`src/rtl/ctrl_sequencer_pkg.sv`:
```
// Shared be8 control definitions: opcodes, T-state numbers and the control-word layout.
// The opcode values also appear in the IR, in the assembler tests and in the bench.
package ctrl_sequencer_pkg;

   localparam logic [3:0] OP_NOP = 4'h0;
   localparam logic [3:0] OP_LDA = 4'h1;
   localparam logic [3:0] OP_ADD = 4'h2;
   localparam logic [3:0] OP_SUB = 4'h3;
   localparam logic [3:0] OP_STA = 4'h4;
   localparam logic [3:0] OP_LDI = 4'h5;
   localparam logic [3:0] OP_JMP = 4'h6;
   localparam logic [3:0] OP_JC  = 4'h7;
   localparam logic [3:0] OP_JZ  = 4'h8;
   localparam logic [3:0] OP_OUT = 4'hE;
   localparam logic [3:0] OP_HLT = 4'hF;

   localparam int unsigned T0 = 0;
   localparam int unsigned T1 = 1;
   localparam int unsigned T2 = 2;
   localparam int unsigned T3 = 3;
   localparam int unsigned T4 = 4;

   // j is the PC load request in active-high form; the top level inverts it onto Jn.
   typedef struct packed {
      logic hlt;
      logic mi;
      logic ri;
      logic ro;
      logic ii;
      logic io;
      logic ai;
      logic ao;
      logic bi;
      logic so;
      logic su;
      logic fi;
      logic oi;
      logic co;
      logic ce;
      logic j;
   } cw_t;

   localparam int CW_W = $bits(cw_t);

endpackage

```
`src/rtl/ctrl_ucode_rom.sv`:
```
// Combinational microcode: (opcode, step, flags) -> control word plus the instruction's
// last-active-step mark.
module ctrl_ucode_rom
   import ctrl_sequencer_pkg::*;
#(
   parameter int STEP_W = 3
) (
   input  logic [3:0]        op,
   input  logic [STEP_W-1:0] step,
   input  logic              cf,
   input  logic              zf,
   output cw_t               cw,
   output logic              last
);

   localparam logic [STEP_W-1:0] S0 = STEP_W'(T0);
   localparam logic [STEP_W-1:0] S1 = STEP_W'(T1);
   localparam logic [STEP_W-1:0] S2 = STEP_W'(T2);
   localparam logic [STEP_W-1:0] S3 = STEP_W'(T3);
   localparam logic [STEP_W-1:0] S4 = STEP_W'(T4);

   always_comb begin
      cw   = '0;
      last = 1'b0;
      case (step)
         S0: begin
            cw.co = 1'b1;
            cw.mi = 1'b1;
         end
         S1: begin
            cw.ro = 1'b1;
            cw.ii = 1'b1;
            cw.ce = 1'b1;
         end
         S2: begin
            case (op)
               OP_LDA, OP_ADD, OP_SUB, OP_STA: begin
                  cw.io = 1'b1;
                  cw.mi = 1'b1;
               end
               OP_LDI: begin
                  cw.io = 1'b1;
                  cw.ai = 1'b1;
                  last  = 1'b1;
               end
               OP_JMP: begin
                  cw.io = 1'b1;
                  cw.j  = 1'b1;
                  last  = 1'b1;
               end
               OP_JC: begin
                  cw.io = cf;
                  cw.j  = cf;
                  last  = 1'b1;
               end
               OP_JZ: begin
                  cw.io = zf;
                  cw.j  = zf;
                  last  = 1'b1;
               end
               OP_OUT: begin
                  cw.ao = 1'b1;
                  cw.oi = 1'b1;
                  last  = 1'b1;
               end
               OP_HLT: begin
                  cw.hlt = 1'b1;
                  last   = 1'b1;
               end
               OP_NOP:  last = 1'b1;
               default: last = 1'b1;
            endcase
         end
         S3: begin
            case (op)
               OP_LDA: begin
                  cw.ro = 1'b1;
                  cw.ai = 1'b1;
                  last  = 1'b1;
               end
               OP_ADD, OP_SUB: begin
                  cw.ro = 1'b1;
                  cw.bi = 1'b1;
               end
               OP_STA: begin
                  cw.ao = 1'b1;
                  cw.ri = 1'b1;
                  last  = 1'b1;
               end
               default: last = 1'b1;
            endcase
         end
         S4: begin
            last = 1'b1;
            if (op == OP_ADD || op == OP_SUB) begin
               cw.so = 1'b1;
               cw.ai = 1'b1;
               cw.fi = 1'b1;
               cw.su = (op == OP_SUB);
            end
         end
         default: ;
      endcase
   end

endmodule

```
`src/rtl/ctrl_sequencer.sv`:
```
// be8 microcode sequencer: T-state counter, halt latch and gated control-word outputs.
// step | meaning
// 0    | T0 fetch: PC onto bus, MAR load
// 1    | T1 fetch: RAM to IR, PC increment
// 2-4  | T2..T4 execute, decoded from IR_OP and flags
// 5-7  | unreachable; no controls, return to T0
module ctrl_sequencer
   import ctrl_sequencer_pkg::*;
#(
   parameter bit EARLY_END = 1'b1,
   parameter int STEP_W    = 3
) (
   input  logic              CLK,
   input  logic              RESETn,
   input  logic              CLR,
   input  logic [3:0]        IR_OP,
   input  logic              CF,
   input  logic              ZF,
   output logic [STEP_W-1:0] STEP,
   output logic              HALTED,
   output logic              HLT,
   output logic              MI,
   output logic              RI,
   output logic              RO,
   output logic              II,
   output logic              IO,
   output logic              AI,
   output logic              AO,
   output logic              BI,
   output logic              SO,
   output logic              SU,
   output logic              FI,
   output logic              OI,
   output logic              CO,
   output logic              CE,
   output logic              Jn
);

   localparam logic [STEP_W-1:0] S4 = STEP_W'(T4);

   logic [STEP_W-1:0] step_q;
   logic              halted_q;
   cw_t               cw_rom;
   cw_t               cw_g;
   logic              last;
   logic              active;

   ctrl_ucode_rom #(.STEP_W(STEP_W)) u_rom (
      .op   (IR_OP),
      .step (step_q),
      .cf   (CF),
      .zf   (ZF),
      .cw   (cw_rom),
      .last (last)
   );

   // A halting T2 freezes the step where it is; only reset or CLR moves it again.
   always_ff @(posedge CLK) begin
      if (!RESETn || CLR) begin
         step_q   <= '0;
         halted_q <= 1'b0;
      end else if (halted_q) begin
         step_q   <= step_q;
         halted_q <= 1'b1;
      end else if (cw_rom.hlt) begin
         halted_q <= 1'b1;
      end else if (step_q >= S4 || (EARLY_END && last)) begin
         step_q <= '0;
      end else begin
         step_q <= step_q + STEP_W'(1);
      end
   end

   assign active = RESETn & ~halted_q;
   assign cw_g   = active ? cw_rom : '0;

   assign STEP   = step_q;
   assign HALTED = halted_q;
   assign HLT    = cw_g.hlt;
   assign MI     = cw_g.mi;
   assign RI     = cw_g.ri;
   assign RO     = cw_g.ro;
   assign II     = cw_g.ii;
   assign IO     = cw_g.io;
   assign AI     = cw_g.ai;
   assign AO     = cw_g.ao;
   assign BI     = cw_g.bi;
   assign SO     = cw_g.so;
   assign SU     = cw_g.su;
   assign FI     = cw_g.fi;
   assign OI     = cw_g.oi;
   assign CO     = cw_g.co;
   assign CE     = cw_g.ce;
   assign Jn     = ~cw_g.j;

endmodule

```
`config.mk`:
```
export PLATFORM = sky130hd
export DESIGN_NAME = ctrl_sequencer
export DESIGN_NICKNAME = d
export VERILOG_FILES = /design/src/rtl/ctrl_sequencer_pkg.sv /design/src/rtl/ctrl_ucode_rom.sv /design/src/rtl/ctrl_sequencer.sv
export SDC_FILE = /design/constraint.sdc
export NUM_CORES = 1
export LEC_CHECK = 0
export ABC_AREA = 1
export BUFFER_PORTS_ARGS = -buffer_cell sky130_fd_sc_hd__buf_2
export CAP_MARGIN = 25
export CORE_MARGIN = 2
export CORE_UTILIZATION = 39
export DETAILED_ROUTE_END_ITERATION = 8
export PLACE_DENSITY = 0.73
export SLEW_MARGIN = 20
export SYNTH_ARGS = -nofsm -noshare
export SYNTH_HDL_FRONTEND = slang
export SYNTH_SLANG_ARGS = --single-unit
```
`constraint.sdc`:
```
create_clock -name CLK -period 1.3 [get_ports CLK]
set_input_delay 0.13 -clock CLK [delete_from_list [all_inputs] [get_ports CLK]]
set_output_delay 0.13 -clock CLK [all_outputs]
set_load 0.05 [all_outputs]
```
==> run metrics, run 1 <==
First Err [ERROR DPL-0033] detailed placement checks failed during check placement.; initial antenna violation count 0; Mapped Cells 96; last step reached global routing; hpwl dp 1470 um; Ports 29; worst_ep grt AI; mean post-synth cell area 6.01 um^2; Max clock buf depth 2; Warnings, synthesis 0; syn_nets 110; CTS H-tree depth 1; sequential-to-total area share from yosys stat 0.139; largest net degree at the start of global routing 6; setup slack at placement -0.267 ns; CTS Buf Count 3; row count 13; I/O Buffers 28; clock sinks 4; Final GP Congestion 0.852; Hold-fix buffers, CTS 0; status stopped before the end; Initial Utilization 0.432; synth unique cells 22; DIE WIDTH 42.5 um; synthesized area 577 um^2; worst ep type primary output; Yosys reg bits 4; Die Span Y 42.5 um; CTS root buf clkbuf_4
kinds of logic after synthesis:
logic type / count (synthesis) / share of synthesized area
buffers and inverters: 21 / 0.154
AND/OR/NAND/NOR: 56 / 0.479
AO/OA/AOI/OAI: 10 / 0.119
adder cells (fa/ha/maj): 5 / 0.108
flip-flops: 4 / 0.139
Yosys cell counts, drive strengths merged:
cell type  number  area share
nand2          23        0.19
inv            19        0.13
nor2           19        0.14
nand3          10       0.095
ha              5        0.11
a21oi           4       0.054
dfxtp           4        0.14
o21ai           3       0.026
buf             2       0.026
nor3            2       0.017
a211oi          1       0.013
nor4            1       0.022
o21a            1       0.013
o21bai          1       0.013
or2             1       0.011
through the flow:
stage	hold WS, ns	area, um^2	instances
detailed placement	0.441	1020	159
global placement	0.438	1020	159
floorplan	0.318	719	96
CTS	0.216	1250	166
repair_timing:
item	in CTS
buffers inserted	5
gates resized for setup	49
pin swaps	8
gates cloned	0
setup endpoints to repair	18
==> run 2: changes to the inputs <==
Settings changed: CORE_AREA set to 2 2 63 65, CORE_MARGIN 2 to not set, CORE_UTILIZATION 39 to not set, DIE_AREA set to 0 0 65 67, PLACE_DENSITY 0.73 to not set, PLACE_DENSITY_LB_ADDON set to 0.15.
Clock period 1.3 ns to 1.69 ns, I/O delays scaled along.
==> run metrics, run 2 <==
status finished clean; CTS root buf clkbuf_8; most frequent cells in the layout 20 x buf_2, 16 x nand2_1, 12 x inv_1; die area 4360 um^2; WP data arrival 1.47 ns; all-layer global routing usage 0.0897; largest net degree at the start of global routing 7; area grow syn2layout 75.7%; Ports 29 (unchanged); Warnings, synthesis 0 (unchanged); placed cells 171 (+7.5%); fraction of layout cells with a size suffix above 1 0.563; final hold violations 0; Max clock buf depth 2 (unchanged); fmax 611 MHz; Hold/Removal Path Class primary input to flop; Max Cap Viol 0; Lkg Pwr 0.487 nW; Final Non-Filler Cells 176; Peak supply drop 317 uV; synthesized area 577 um^2 (unchanged); Hold-fix buffers, CTS 0 (unchanged); Antenna Nets Post-Route 0; DIE WIDTH 65 um (+53%); WP data required 1.52 ns; routed via count 678; minimum clock period 1.64 ns; crit path capture type primary output; sequential-to-total area share from yosys stat 0.139 (unchanged); Reg clk slew, reported paths 0.04 ns; Max FO, Critical Path 6; Mapped Cells 96 (unchanged); initial antenna violation count 0; CTS H-tree depth 1 (unchanged); row count 22 (+9); first-pass GRT wire length 3040 um; synth unique cells 22 (unchanged); relative slew slack 0.829; FF-to-FF End STEP[2]; period utilisation layout 0.968; WS Path Type flop to primary output; Hold Path End HALTED; GRT overflow 0; Post-synth top cells 17 x nand2_1, 15 x nor2_1, 13 x inv_1; Largest register FFs 3; CTS Buf Count 3 (unchanged); unrepaired setup endpoints after global routing yes; Startpoint Class flop; NumNets Final 143; Routed WL per cell 10.1 um; Slew Viols, Final 0; Filler Cells Inserted 405; core area 3610 um^2; worst hold margin 0.268 ns; Ant. Diodes 0; Async SR Flop Fraction 0 (unchanged); Vias/cell 3.85; Initial Utilization 0.160 (-0.272); count leader, synth nand2_1; largest cells by area after synthesis dfxtp_1 14%, nand2_1 11%, ha_1 11%, nor2_1 9.8%, inv_1 8.5%; Yosys reg bits 4 (unchanged); Starting DRT DRC Count 24; TritonRoute pass-1 iters 3; mean post-synth cell area 6.01 um^2 (unchanged); Final setup viols 0; syn_nets 110 (unchanged); post-synth top area share 0.139 (unchanged); vias in the first global route 718; clk_lat worst skew 0.22 ns; RR Startpoint STEP[0]; cells on worst reg2reg path 9; worst-margin pin slew 0.258 ns; Clock Skew 0.00899 ns; I/O Buffers 28 (unchanged); worst min-delay path startpoint CLR; Residual DRC 0; commonest non-fill, non-tap cell in the layout buf_2; hold path cells 4; leading area contributor after synthesis dfxtp_1; WL final 1780 um; dominant synthesized flop cell dfxtp_1; R2R setup slack 0.40 ns; CTS tree done; utilization after layout 0.281; Final GP Congestion 0.751 (-12%); hpwl dp 1490 um (+1.8%); Die Span Y 67 um (+58%); Post-synth EDFFs 0 (unchanged); clock sinks 4 (unchanged); Cell Pwr Density 453 nW/um^2
-- run 2: per-stage QoR --
stage | TNS, ns | total power, mW | worst slack [ns] | area [um^2]
after floorplan | -0.428 | 0.202 | -0.299 | 679
after global placement | 0 | 0.237 | 0.0961 | 872
after detailed placement | 0 | 0.237 | 0.0902 | 872
after CTS | 0 | 0.462 | 0.00484 | 976
after global routing | -0.114 | 0.488 | -0.0487 | 1010
final | 0 | 0.459 | 0.0540 | 1010
-- run 2: timing repair --
item / 4_1_cts / 5_1_grt
pin swaps: 2 / 1
gates resized for setup: 16 / 8
setup buffers: 0 / 1
endpoints found under the setup margin: 8 / 7
-- run 2: worst max-delay path by stage --
stage,from,endpoint,cells past startpoint
after detailed placement,STEP[0],AO,8
after CTS,STEP[0],SU,7
final,STEP[0],AI,7
after global placement,STEP[0],AO,8
after floorplan,STEP[0],AO,7
after global routing,STEP[0],AI,7
-- run 2: metal layers --
layer | up-vias | part of all wire | wire length (um) | global-route usage
li1 | 362 | - | - | -
met1 | 299 | 0.42 | 745 | 0.102
met2 | 17 | 0.50 | 896 | 0.159
met3 | 0 | 0.075 | 134 | 0.0220
met4 | 0 | 0 | 0 | 0.0399
met5 | - | 0 | 0 | 0
-- run 2: layout make-up --
cell class	count	area [um^2]	share of cell area
Sequential cell	4	90.1	0.0889
Multi-Input combinational cell	71	529	0.522
Tap cell	48	60.1	0.0593
Clock buffer	4	45.0	0.0444
Timing Repair Buffer	30	213	0.210
Inverter	19	76.3	0.0753
-- run 2: report_power, final --
| part | switching (mW) | internal (mW) |
|---|---|---|
| Sequential | 0.00572 | 0.0962 |
| Clock | 0.0527 | 0.161 |
| Combinational | 0.0982 | 0.0447 |
-- run 2: logic make-up (layout without fill, tap and decap cells) --
logic type,count (synthesis),after routing,share of synthesized area
AO/OA/AOI/OAI,10,10,0.119
adder cells (fa/ha/maj),5,5,0.108
buffers and inverters,21,53,0.154
flip-flops,4,4,0.139
AND/OR/NAND/NOR,56,56,0.479
-- run 2: critical path: stages, from the launching register on --
cell and delay (ns):
dfxtp_4 0.39, ha_4 0.16, ha_4 0.14, nand2_1 0.05
o21ai_1 0.07, nand3_1 0.13, a21oi_4 0.15, buf_6 0.17
Note: power is estimated with default switching activity, not from simulation.
